### src/rtl/ysyx_23060061_axil_pkg.sv
// Shared AXI-Lite definitions: response codes, FSM state encoding and a
// response-decoding helper. The AXI-Lite SRAM slave uses the same package.
// Contents: RESP_* codes, axil_state_t (3-bit), resp_is_err().
package ysyx_23060061_axil_pkg;

   localparam logic [1:0] RESP_OKAY   = 2'b00;
   localparam logic [1:0] RESP_EXOKAY = 2'b01;
   localparam logic [1:0] RESP_SLVERR = 2'b10;
   localparam logic [1:0] RESP_DECERR = 2'b11;

   typedef enum logic [2:0] {
      ST_IDLE    = 3'd0,
      ST_RD_ADDR = 3'd1,
      ST_RD_DATA = 3'd2,
      ST_WR_REQ  = 3'd3,
      ST_WR_RESP = 3'd4,
      ST_RSP     = 3'd5
   } axil_state_t;

   // Anything other than OKAY is reported to the CPU as an error
   function automatic logic resp_is_err(input logic [1:0] resp);
      return (resp != RESP_OKAY);
   endfunction

endpackage

### src/rtl/axil_lsu_master.sv
// AXI-Lite initiator: one CPU request (valid/ready) -> one AR/R or AW/W/B transaction -> one response.
// Latency: zero-wait read accepted at N gives AR at N+1, R at N+2, rsp_valid at N+3; all outputs registered.
// Backpressure: single outstanding; req_ready low until rsp taken; AXI valids never wait on same-cycle ready.
// Ports: clk/rst (async active-low); CPU req_*/rsp_*; AXI-Lite AR, R, AW, W, B channels.
// Build option: AXIL_MST_TIMEOUT_EN adds an abort counter (TIMEOUT_CYCLES) and a sticky slave-failed flag.
module axil_lsu_master
   import ysyx_23060061_axil_pkg::*;
#(
   parameter int ADDR_W         = 32,
   parameter int DATA_W         = 32,
   parameter int TIMEOUT_CYCLES = 255
) (
   input  logic                clk,
   input  logic                rst,
   // CPU request
   input  logic                req_valid,
   output logic                req_ready,
   input  logic                req_wen,
   input  logic [ADDR_W-1:0]   req_addr,
   input  logic [DATA_W-1:0]   req_wdata,
   input  logic [DATA_W/8-1:0] req_wstrb,
   // CPU response
   output logic                rsp_valid,
   input  logic                rsp_ready,
   output logic [DATA_W-1:0]   rsp_rdata,
   output logic                rsp_err,
   // AXI-Lite read
   output logic [ADDR_W-1:0]   araddr,
   output logic                arvalid,
   input  logic                arready,
   input  logic [DATA_W-1:0]   rdata,
   input  logic [1:0]          rresp,
   input  logic                rvalid,
   output logic                rready,
   // AXI-Lite write
   output logic [ADDR_W-1:0]   awaddr,
   output logic                awvalid,
   input  logic                awready,
   output logic [DATA_W-1:0]   wdata,
   output logic [DATA_W/8-1:0] wstrb,
   output logic                wvalid,
   input  logic                wready,
   input  logic [1:0]          bresp,
   input  logic                bvalid,
   output logic                bready
);

   axil_state_t         r_state;
   logic                r_req_ready;
   logic                r_arvalid;
   logic                r_rready;
   logic                r_awvalid;
   logic                r_wvalid;
   logic                r_bready;
   logic                r_rsp_valid;
   logic                r_rsp_err;
   logic [DATA_W-1:0]   r_rsp_rdata;
   logic [ADDR_W-1:0]   r_addr;
   logic [DATA_W-1:0]   r_wdata;
   logic [DATA_W/8-1:0] r_wstrb;
   logic                r_aw_done;
   logic                r_w_done;

   // A channel counts as finished if it completed earlier or completes now
   logic w_aw_fin;
   logic w_w_fin;
   assign w_aw_fin = r_aw_done | (r_awvalid & awready);
   assign w_w_fin  = r_w_done  | (r_wvalid  & wready);

`ifdef AXIL_MST_TIMEOUT_EN
   localparam int CNT_RAW = $clog2(TIMEOUT_CYCLES + 1);
   localparam int CNT_W   = (CNT_RAW < 8) ? 8 : ((CNT_RAW > 32) ? 32 : CNT_RAW);
   localparam logic [CNT_W-1:0] CNT_LAST = CNT_W'(TIMEOUT_CYCLES - 1);

   logic [CNT_W-1:0] r_cnt;
   logic             r_slv_failed;
   logic             w_busy;

   assign w_busy = (r_state == ST_RD_ADDR) || (r_state == ST_RD_DATA) ||
                   (r_state == ST_WR_REQ)  || (r_state == ST_WR_RESP);
`endif

   always_ff @(posedge clk or negedge rst) begin
      if (!rst) begin
         r_state     <= ST_IDLE;
         r_req_ready <= 1'b1;
         r_arvalid   <= 1'b0;
         r_rready    <= 1'b0;
         r_awvalid   <= 1'b0;
         r_wvalid    <= 1'b0;
         r_bready    <= 1'b0;
         r_rsp_valid <= 1'b0;
         r_rsp_err   <= 1'b0;
         r_rsp_rdata <= '0;
         r_addr      <= '0;
         r_wdata     <= '0;
         r_wstrb     <= '0;
         r_aw_done   <= 1'b0;
         r_w_done    <= 1'b0;
`ifdef AXIL_MST_TIMEOUT_EN
         r_cnt        <= '0;
         r_slv_failed <= 1'b0;
`endif
      end else begin
`ifdef AXIL_MST_TIMEOUT_EN
         // Counts the cycles of the current transaction; zero outside it
         r_cnt <= w_busy ? r_cnt + 1'b1 : '0;
`endif
         case (r_state)
            ST_IDLE: begin
               if (req_valid && r_req_ready) begin
                  r_addr      <= req_addr;
                  r_wdata     <= req_wdata;
                  r_wstrb     <= req_wstrb;
                  r_req_ready <= 1'b0;
`ifdef AXIL_MST_TIMEOUT_EN
                  // Slave already timed out once: fail fast without touching the bus
                  if (r_slv_failed) begin
                     r_rsp_err   <= 1'b1;
                     r_rsp_rdata <= '0;
                     r_rsp_valid <= 1'b1;
                     r_state     <= ST_RSP;
                  end else
`endif
                  if (req_wen) begin
                     r_awvalid <= 1'b1;
                     r_wvalid  <= 1'b1;
                     r_state   <= ST_WR_REQ;
                  end else begin
                     r_arvalid <= 1'b1;
                     r_state   <= ST_RD_ADDR;
                  end
               end
            end

            ST_RD_ADDR: begin
               if (arready) begin
                  r_arvalid <= 1'b0;
                  r_rready  <= 1'b1;
                  r_state   <= ST_RD_DATA;
               end
            end

            ST_RD_DATA: begin
               if (rvalid) begin
                  r_rsp_rdata <= rdata;
                  r_rsp_err   <= resp_is_err(rresp);
                  r_rready    <= 1'b0;
                  r_rsp_valid <= 1'b1;
                  r_state     <= ST_RSP;
               end
            end

            ST_WR_REQ: begin
               if (r_awvalid && awready) r_awvalid <= 1'b0;
               if (r_wvalid && wready)   r_wvalid  <= 1'b0;
               if (w_aw_fin && w_w_fin) begin
                  r_aw_done <= 1'b0;
                  r_w_done  <= 1'b0;
                  r_bready  <= 1'b1;
                  r_state   <= ST_WR_RESP;
               end else begin
                  r_aw_done <= w_aw_fin;
                  r_w_done  <= w_w_fin;
               end
            end

            ST_WR_RESP: begin
               if (bvalid) begin
                  r_rsp_err   <= resp_is_err(bresp);
                  r_rsp_rdata <= '0;
                  r_bready    <= 1'b0;
                  r_rsp_valid <= 1'b1;
                  r_state     <= ST_RSP;
               end
            end

            ST_RSP: begin
               if (rsp_ready) begin
                  r_rsp_valid <= 1'b0;
                  r_req_ready <= 1'b1;
                  r_state     <= ST_IDLE;
               end
            end

            default: begin
               r_state <= ST_IDLE;
            end
         endcase

`ifdef AXIL_MST_TIMEOUT_EN
         // Abort overrides whatever the state logic decided this cycle
         if (w_busy && (r_cnt == CNT_LAST)) begin
            r_arvalid    <= 1'b0;
            r_rready     <= 1'b0;
            r_awvalid    <= 1'b0;
            r_wvalid     <= 1'b0;
            r_bready     <= 1'b0;
            r_aw_done    <= 1'b0;
            r_w_done     <= 1'b0;
            r_rsp_err    <= 1'b1;
            r_rsp_rdata  <= '0;
            r_rsp_valid  <= 1'b1;
            r_slv_failed <= 1'b1;
            r_state      <= ST_RSP;
         end
`endif
      end
   end

   assign req_ready = r_req_ready;
   assign rsp_valid = r_rsp_valid;
   assign rsp_rdata = r_rsp_rdata;
   assign rsp_err   = r_rsp_err;
   assign araddr    = r_addr;
   assign arvalid   = r_arvalid;
   assign rready    = r_rready;
   assign awaddr    = r_addr;
   assign awvalid   = r_awvalid;
   assign wdata     = r_wdata;
   assign wstrb     = r_wstrb;
   assign wvalid    = r_wvalid;
   assign bready    = r_bready;

endmodule

### config.mk
export PLATFORM = sky130hd
export DESIGN_NAME = axil_lsu_master
export DESIGN_NICKNAME = d
export VERILOG_FILES = /design/src/rtl/ysyx_23060061_axil_pkg.sv /design/src/rtl/axil_lsu_master.sv
export SDC_FILE = /design/constraint.sdc
export NUM_CORES = 1
export LEC_CHECK = 0
export CAP_MARGIN = 30
export CELL_PAD_IN_SITES_DETAIL_PLACEMENT = 0
export CELL_PAD_IN_SITES_GLOBAL_PLACEMENT = 1
export CORE_MARGIN = 3
export CORE_UTILIZATION = 32
export DETAILED_ROUTE_END_ITERATION = 12
export PLACE_DENSITY = 0.91
export SLEW_MARGIN = 20
export SYNTH_ARGS = -nofsm -noshare
export SYNTH_HDL_FRONTEND = slang
export SYNTH_SLANG_ARGS = --single-unit
export TNS_END_PERCENT = 30
### constraint.sdc
create_clock -name clk -period 3.5 [get_ports clk]
set_clock_uncertainty 0.2 [all_clocks]
set_input_delay 0.35 -clock clk [delete_from_list [all_inputs] [get_ports clk]]
set_output_delay 0.35 -clock clk [all_outputs]
set_load 0.01 [all_outputs]
After elaboration in Yosys (flattened, before gate mapping)
Cells that the tools add are included.
- flip-flop bits (word level): 113
- output and inout bits: 140
- word-level logic and storage cells: 97
- equal/unequal tests: 15
- muxes and demuxes: 39
- bitwise operators: 4
- reductions and logical operators: 24
- operators by type and width (cell ; number):
    32-bit two-way mux ; 2
    32-bit case mux with 2 select lines ; 1
    1-bit two-way mux ; 20
    2-bit inequality test, second input constant ; 10
    3-bit two-way mux ; 6
    3-bit case mux with 6 select lines ; 1
    4-bit AND reduction ; 4
    2-bit nonzero test ; 8
    1-bit case mux with 2 select lines ; 7
    3-bit AND reduction ; 4
    3-bit by 2-bit == test with 1-bit output, second input constant ; 2
    3-bit == test, second input constant ; 2
    6-bit AND reduction ; 1
    1-bit logical AND ; 4
    3-bit by 1-bit == test with 1-bit output, second input constant ; 1
    3-bit zero test ; 1
    1-bit case mux with 3 select lines ; 1
    3-bit nonzero test ; 1
    1-bit AND ; 2
    2-bit two-way mux ; 1
    1-bit bitwise OR ; 2
    2-bit AND reduction ; 1

Logic depth before layout (Yosys ltp)
Gate-level depths: netlist (run 1).
- word-level depth: 5
- mapped depth: 6
- mapped depth without buffers: 3

Worst setup path after synthesis (run 1)
No wires, ideal clock.
- path kind: register to register
- start point: reg r_req_ready (netlist: req_ready)
- end point: reg r_addr[0] (netlist: araddr[0])
- setup time: 0.127 ns
- arrival: 1.556 ns
- required time: 3.173 ns
- setup slack: 1.616 ns
- cell stages (with the launch flop): 6
- cell sequence: dfstp_2 > nand2_1 > nor4_4 > buf_4 > buf_6 > mux2_1
- word-level cells in the longest chain between the ends: 2
- ends and longest elaborated chain (element ; RTL line ; text):
    from (decl) ; axil_lsu_master.sv:49 ; logic r_req_ready;
    from (signal assigned) ; axil_lsu_master.sv:86 ; r_req_ready <= 1'b1;
    from (signal assigned) ; axil_lsu_master.sv:115 ; r_req_ready <= 1'b0;
    from (signal assigned) ; axil_lsu_master.sv:181 ; r_req_ready <= 1'b1;
    1-bit logical AND ; axil_lsu_master.sv:111 ; if (req_valid && r_req_ready) begin
    2-bit AND reduction (no line) ; n/a ;
    to (signal assigned) ; axil_lsu_master.sv:112 ; r_addr <= req_addr;
    to (decl) ; axil_lsu_master.sv:58 ; logic [ADDR_W-1:0] r_addr;
No other way between the ends.
A chain may end at the register's enable or synchronous reset.

Final worst setup path (run 1)
- start point: reg r_state[2]
- end point: reg r_rsp_rdata[27] (netlist: rsp_rdata[27])
- word-level cells in the longest chain between the ends: 3
- elaborated cells on any way between the ends: 7
- classes of those cells: eq/ne: 4; mux: 1; reduce/logical: 2
- ends and longest elaborated chain (element ; RTL line ; text):
    from (decl) ; axil_lsu_master.sv:48 ; axil_state_t r_state;
    from (signal assigned) ; axil_lsu_master.sv:85 ; r_state <= ST_IDLE;
    from (signal assigned) ; axil_lsu_master.sv:128 ; r_state <= ST_WR_REQ;
    from (signal assigned) ; axil_lsu_master.sv:131 ; r_state <= ST_RD_ADDR;
    3-bit == test or 3-bit by 2-bit == test with 1-bit output (tied branches) ; axil_lsu_master.sv:109 ; case (r_state)
    2-bit inequality test (no line) or 2-bit nonzero test (tied branches) ; n/a ;
    3-bit AND reduction (no line) ; n/a ;
    to (signal assigned) ; axil_lsu_master.sv:146 ; r_rsp_rdata <= rdata;
    to (decl) ; axil_lsu_master.sv:57 ; logic [DATA_W-1:0] r_rsp_rdata;
Parallel ways exist; a longest one is shown, timed or not.

==> results of run 1 <==
## worst register-to-register path: stages (launching register included)
cell and delay (ps):
dfrtp_1 550, nand3b_1 320, a21oi_4 400, buf_4 490, mux2i_1 270
## placed cells by master (no fill, tap or decap), types with 2 or more instances in the layout
master and instances:
mux2_1 20, clkinvlp_4 2, nand2_1 37, a31oi_1 2, a2bb2oi_1 2, buf_12 2
clkbuf_8 6, o21ai_0 2, clkdlybuf4s50_1 252, dfrtp_1 112, mux2i_1 35, mux2_2 49
nand2b_1 3, clkinv_2 5, clkbuf_16 17, nand3_1 3, a21oi_1 7, inv_1 37
nand3b_1 4, buf_4 8, o2bb2ai_1 2, nor2_1 5
## where the power goes
part / leakage [nW] / switching (mW) / internal [mW] / total [mW]
combinational: 1.82 / 1.29 / 2.07 / 3.36
clock: 0.291 / 0.567 / 1.08 / 1.65
sequential: 1.36 / 0.480 / 1.98 / 2.45
## per-stage QoR
| step | cell area, µm² | total power [mW] |
|---|---|---|
| floorplan | 4900 | 4.03 |
| global placement | 7420 | 5.79 |
| detailed placement | 7420 | 5.89 |
| CTS | 8010 | 7.60 |
| global route | 8010 | 7.93 |
| finish | 8010 | 7.47 |
## layout make-up
| class | count | share of cell area [%] |
|---|---|---|
| Clock inverter | 9 | 0.984 |
| Multi-Input combinational cell | 187 | 19.9 |
| Inverter | 37 | 1.73 |
| Clock buffer | 23 | 6.34 |
| Tap cell | 184 | 2.87 |
| Sequential cell | 113 | 35.3 |
| Timing Repair Buffer | 263 | 32.9 |
## repair_timing
item                                   in CTS  in global routing
gates resized for setup                     0                  0
hold buffers                                1                  0
endpoints found under the hold margin      57                  0
## metal layers
metal | global-route usage (%) | wire length (µm) | vias up
met4 | 5.13 | 245 | 0
met5 | 0 | 0 | -
met3 | 6.02 | 1080 | 18
li1 | - | - | 1736
met1 | 17.4 | 5010 | 1820
met2 | 27.0 | 6790 | 164
## sequential cells by signal (all words and copies together) (netlist names), 3 cells and up
signal	cells
wstrb	4
rsp_rdata	32
araddr	32
wdata	32
r_state	3
## cell families after synthesis
| kind of cell | after synthesis | synth area share [%] |
|---|---|---|
| mux | 104 | 23.0 |
| flops | 113 | 57.7 |
| buf+inv | 87 | 9.95 |
| compound gates | 26 | 3.78 |
| simple gates | 57 | 5.61 |
## worst min path at each step
stage,cells after the start,startpoint,slack [ps],endpoint
final,1,wdata[24],290,wdata[24]
after global routing,3,rdata[24],280,rsp_rdata[24]
after CTS,3,rdata[31],270,rsp_rdata[31]
after detailed placement,1,rst,260,araddr[21]
after global placement,1,rst,250,araddr[15]
after floorplan,0,rst,-150,araddr[0]
==> metrics, run 1 <==
Std-Cell Core Area 0.0148 mm²; worst slack at placement 935 ps; top post-synthesis cells by count dfrtp_1, mux2_2, inv_1, nand2_1, buf_4; CP Depth 4; clock-pin slew on the worst setup and hold paths ~50 ps; setup_tns 0 ps; first-pass GRT wire length 20.2 mm; R2R depth 4; PD cells roughly 930 mW/mm²; Mapped Nets about 500; vias in the first global route slightly below 4,000; EDFF count, synth 0; Crit Reg-Reg Endpoint rsp_rdata[27]; P_leak 3.47 nW; Hold Crit Class reg2reg; # Max-Cap Violations 0; register area share after synthesis 57.7%; RR Startpoint r_state[2]; Critical Path RT 3610 ps; cells after synthesis between 300 and 400; initial antenna violation count 0; Crit path arrival time 2430 ps; Layout area overhead 63.4%; crit-path cells nand3b_1, a21oi_4, buf_4, mux2i_1; Hold Violations, Final 0; fill count 1,234; FMAX roughly 430 MHz; Post-DP HPWL 10.1 mm; Worst slew margin 50.4%; count leader, synth dfrtp_1; crit start category flip-flop; setup bufs post-CTS 0; Nets 733; Num CTS Buffers 17; largest net degree at the start of global routing around 60; Crit path buffers/inverters 1; Top Ports 254; Antenna Nets Post-Route 0; ranking of synthesized cells by area dfrtp_1, mux2_2, mux2i_1; Final Max Tran Viols 0; routed length per instance 16.1 µm; global route overflow 0; Worst Path Max Fanout 27; DR vias 3,738; setup ws final 1190 ps; Mapped Avg Cell Area 12.7 µm²; standard-cell rows between 40 and 50; CP max-delay cell dfrtp_1; status complete, no violations; Slew @ Worst Pin 743 ps; CTS Sinks 113; multi-input logic area 0.00160 mm²; Peak VDD IR 0.316 mV; ys flop type dfrtp_1; CTS tree done; Final Util 54.3%; Vias/cell 4.58; mapped cell area 0.00490 mm²; cell taking the most area after synthesis dfrtp_1; Netlist cell types 36; clk buf depth 2; number of I/O port buffers about 250; RSZ-0062 raised after global routing false; Root Driver clkbuf_16; Setup crit end rsp_rdata[27]; gr usage total ~15%; die width approximately 130 µm; Placed Instances 783; Setup crit end kind flip-flop; Initial Util 33.2%; final setup fails 0; worst skew pair latency 400 ps; fin crit share 66.0%; kind of critical path reg2reg; Crit. Startpoint r_state[2]; H-Tree Depth 4; Hold WS around 290 ps; Die ar. around 0.017 mm²; Top delay family on crit path flip-flops; fin crit period 2310 ps; layout cells sized above 1 14.9%; RePlAce Congestion 0.802; Final Non-Filler Cells between 800 and 900; flop2flop setup slack roughly 1200 ps; Synth Warn # 0; register area 0.00283 mm²; ant diodes 0; drt initial violations 163; Async SR Flop Fraction 100%; DRT Pass-1 Iters 4; Yosys top cell area share 57.1%; Die Height 130 µm; FF+latch count, synth 113; Residual DRC 0; Crit path largest cell delay between 500 and 600 ps; DRT Wirelength 13.1 mm
Power figures use the tool's default switching activity.
==> run 2: changes to the inputs <==
--- a/config.mk
+++ b/config.mk
@@ -9,9 +9,9 @@
 export CELL_PAD_IN_SITES_DETAIL_PLACEMENT = 0
 export CELL_PAD_IN_SITES_GLOBAL_PLACEMENT = 1
 export CORE_MARGIN = 3
-export CORE_UTILIZATION = 32
+export CORE_UTILIZATION = 30
 export DETAILED_ROUTE_END_ITERATION = 12
-export PLACE_DENSITY = 0.91
+export PLACE_DENSITY = 0.87
 export SLEW_MARGIN = 20
 export SYNTH_ARGS = -nofsm -noshare
 export SYNTH_HDL_FRONTEND = slang
==> constraint.sdc (replaced) <==
create_clock -name clk -period 2.2 [get_ports clk]
set_clock_uncertainty 0.2 [all_clocks]
set_input_delay 0.22 -clock clk [delete_from_list [all_inputs] [get_ports clk]]
set_output_delay 0.22 -clock clk [all_outputs]
set_load 0.01 [all_outputs]
==> run 2 against run 1 <==
Sequential power increased by 57%. Sequential share of layout area decreased by 0.53 points. Fmax increased by 16%. First-iteration DRC count decreased by 27%. Global-route usage decreased by 0.37 points. Count of clock-buffer cells in the layout decreased by 1. Critical endpoint is now araddr[14].
==> metrics, run 2 (synthesis results as in run 1) <==
kind of critical path reg2reg; Placed Instances 824 (+5.2%); initial antenna violation count 1 (+1); Hold WS 143 ps (-146 ps); Slew @ Worst Pin 584 ps (-160 ps); most common cell after layout, fill and taps aside clkdlybuf4s50_1; post-cts resize count 0 (unchanged); Worst slew margin 61.1% (+11 points); Int Pwr 8.22 mW (+60%); routed length per instance 15.7 µm (-2.4%); Std-Cell Core Area 0.0159 mm² (+8.1%); register area 0.00283 mm² (unchanged); Sw Pwr 3.77 mW (+61%); fin crit share 90.9% (+25 points); Hold Crit Class in2async; vias in the first global route 4,015 (+2.6%); CTS Sinks 113 (unchanged); DP Area 0.00755 mm² (+1.8%); Initial Util 30.8% (-2.5 points); multi-input logic area 0.00160 mm² (unchanged); fin crit period 2000 ps (-313 ps); Worst Path Max Fanout 29 (+7.4%); Residual DRC 0 (unchanged); DR vias 3,798 (+1.6%); number of I/O port buffers 253 (unchanged); layout cells sized above 1 15.6% (+0.73 points); DRT Pass-1 Iters 4 (unchanged); standard-cell rows 46 (+4.5%); Die Height 134 µm (+3.1%); drt initial violations 119 (-27%); largest net degree at the start of global routing 44 (-25%); final setup fails 0 (unchanged); clock power share 22.0% (about the same); Die ar. 0.0179 mm² (+6.4%); first-pass GRT wire length 21.3 mm (+5.5%); Setup crit end kind flip-flop; Root Driver clkbuf_16; Hold Violations, Final 0 (unchanged); Final Max Tran Viols 0 (unchanged); worst skew pair latency 400 ps (about the same); H-Tree Depth 4 (unchanged); PD cells 1470 mW/mm² (+58%); CTS tree done; Top Ports 254 (unchanged); Nets 742 (+1.2%); Peak VDD IR 0.688 mV (+120%); Num CTS Buffers 17 (unchanged); Final Non-Filler Cells 858 (+5.1%); Reg power frac 32.0% (-0.9 points); clk buf depth 2 (unchanged); Vias/cell 4.43 (-3.4%); die width 134 µm (+3.1%); # Max-Cap Violations 0 (unchanged); Post-DP HPWL 10.6 mm (+5.1%); most frequent cells in the layout clkdlybuf4s50_1, dfrtp_1, mux2_2, nand2_1, inv_1; Antenna Nets Post-Route 0 (unchanged); FMAX 500 MHz (+16%); Layout area overhead 65.9%; Critical Path RT 2280 ps (-1330 ps); DRT Wirelength 13.5 mm (+2.7%); RePlAce Congestion 0.772 (-3.7%); fill count 1,415 (+15%); gr usage total 15.1% (-0.37 points); post-route design area 0.00814 mm² (+1.5%); RSZ-0062 raised after global routing false; Logic pwr share 46.0% (+1.0 points); setup_tns 0 ps (unchanged); clock-pin slew on the worst setup and hold paths 50 ps (about the same); global route overflow 0 (unchanged); Crit path arrival time 2080 ps (-350 ps); sw frac 31.4% (+0.077 points); Total Power 12.0 mW (+61%); status complete, no violations; P_leak 3.51 nW (+0.90%); crit start category flip-flop
==> run 2: worst max-delay path: stages (launching register included) <==
cell and delay (ps):
dfstp_2 590, nand2_1 130, nor4_4 220, buf_12 180, buf_12 200, mux2_2 350
==> run 2: path summary, 6_finish.rpt <==
check                                 to  cells after the start      start  slack (ps)
hold / removal              rsp_rdata[4]                      2        rst         140
hold reg to reg                wdata[30]                      1  wdata[30]         290
setup / recovery              araddr[14]                      5  req_ready         200
min in group clk           rsp_rdata[30]                      3  rdata[30]         170
setup reg to reg              araddr[14]                      5  req_ready         200
max in group asynchronous     araddr[24]                      3        rst         920
==> run 2: repair_timing <==
action,CTS,global route
endpoints found under the hold margin,38,0
hold buffers,1,0
setup buffers,0,0
==> run 2: metrics by stage <==
| step | util [%] | setup slack [ps] |
|---|---|---|
| 6_report | 51.0 | 201 |
| 3_5_place_dp | 47.3 | 72.8 |
| 3_3_place_gp | 47.3 | 119 |
| 4_1_cts | 51.0 | 181 |
| 2_1_floorplan | - | 316 |
| 5_1_grt | 51.0 | 109 |
==> run 2: power by group through the flow <==
stage | combinational, mW | clock (mW) | sequential (mW)
3_3_place_gp | 5.48 | 0 | 3.83
3_5_place_dp | 5.59 | 0 | 3.89
2_1_floorplan | 2.18 | 0 | 4.23
6_report | 5.51 | 2.64 | 3.84
4_1_cts | 5.61 | 2.73 | 3.87
5_1_grt | 5.88 | 2.82 | 4.01
==> run 2: area by class of cell <==
cell class,count,area share [%]
repair buffers,272,33.5
well taps,216,3.32
clock inverters,10,1.35
multi-input cells,187,19.6
inverters,37,1.71
clock buffers,22,5.71
diodes,1,0.0308
flip-flops and latches,113,34.8
==> run 2: per-layer routing <==
| layer | routed length, µm | vias up | global-route usage (%) |
|---|---|---|---|
| met4 | 327 | 0 | 6.69 |
| met1 | 5310 | 1848 | 17.3 |
| met3 | 973 | 20 | 4.16 |
| met2 | 6860 | 182 | 26.4 |
| li1 | - | 1748 | - |
| met5 | 0 | - | 0 |
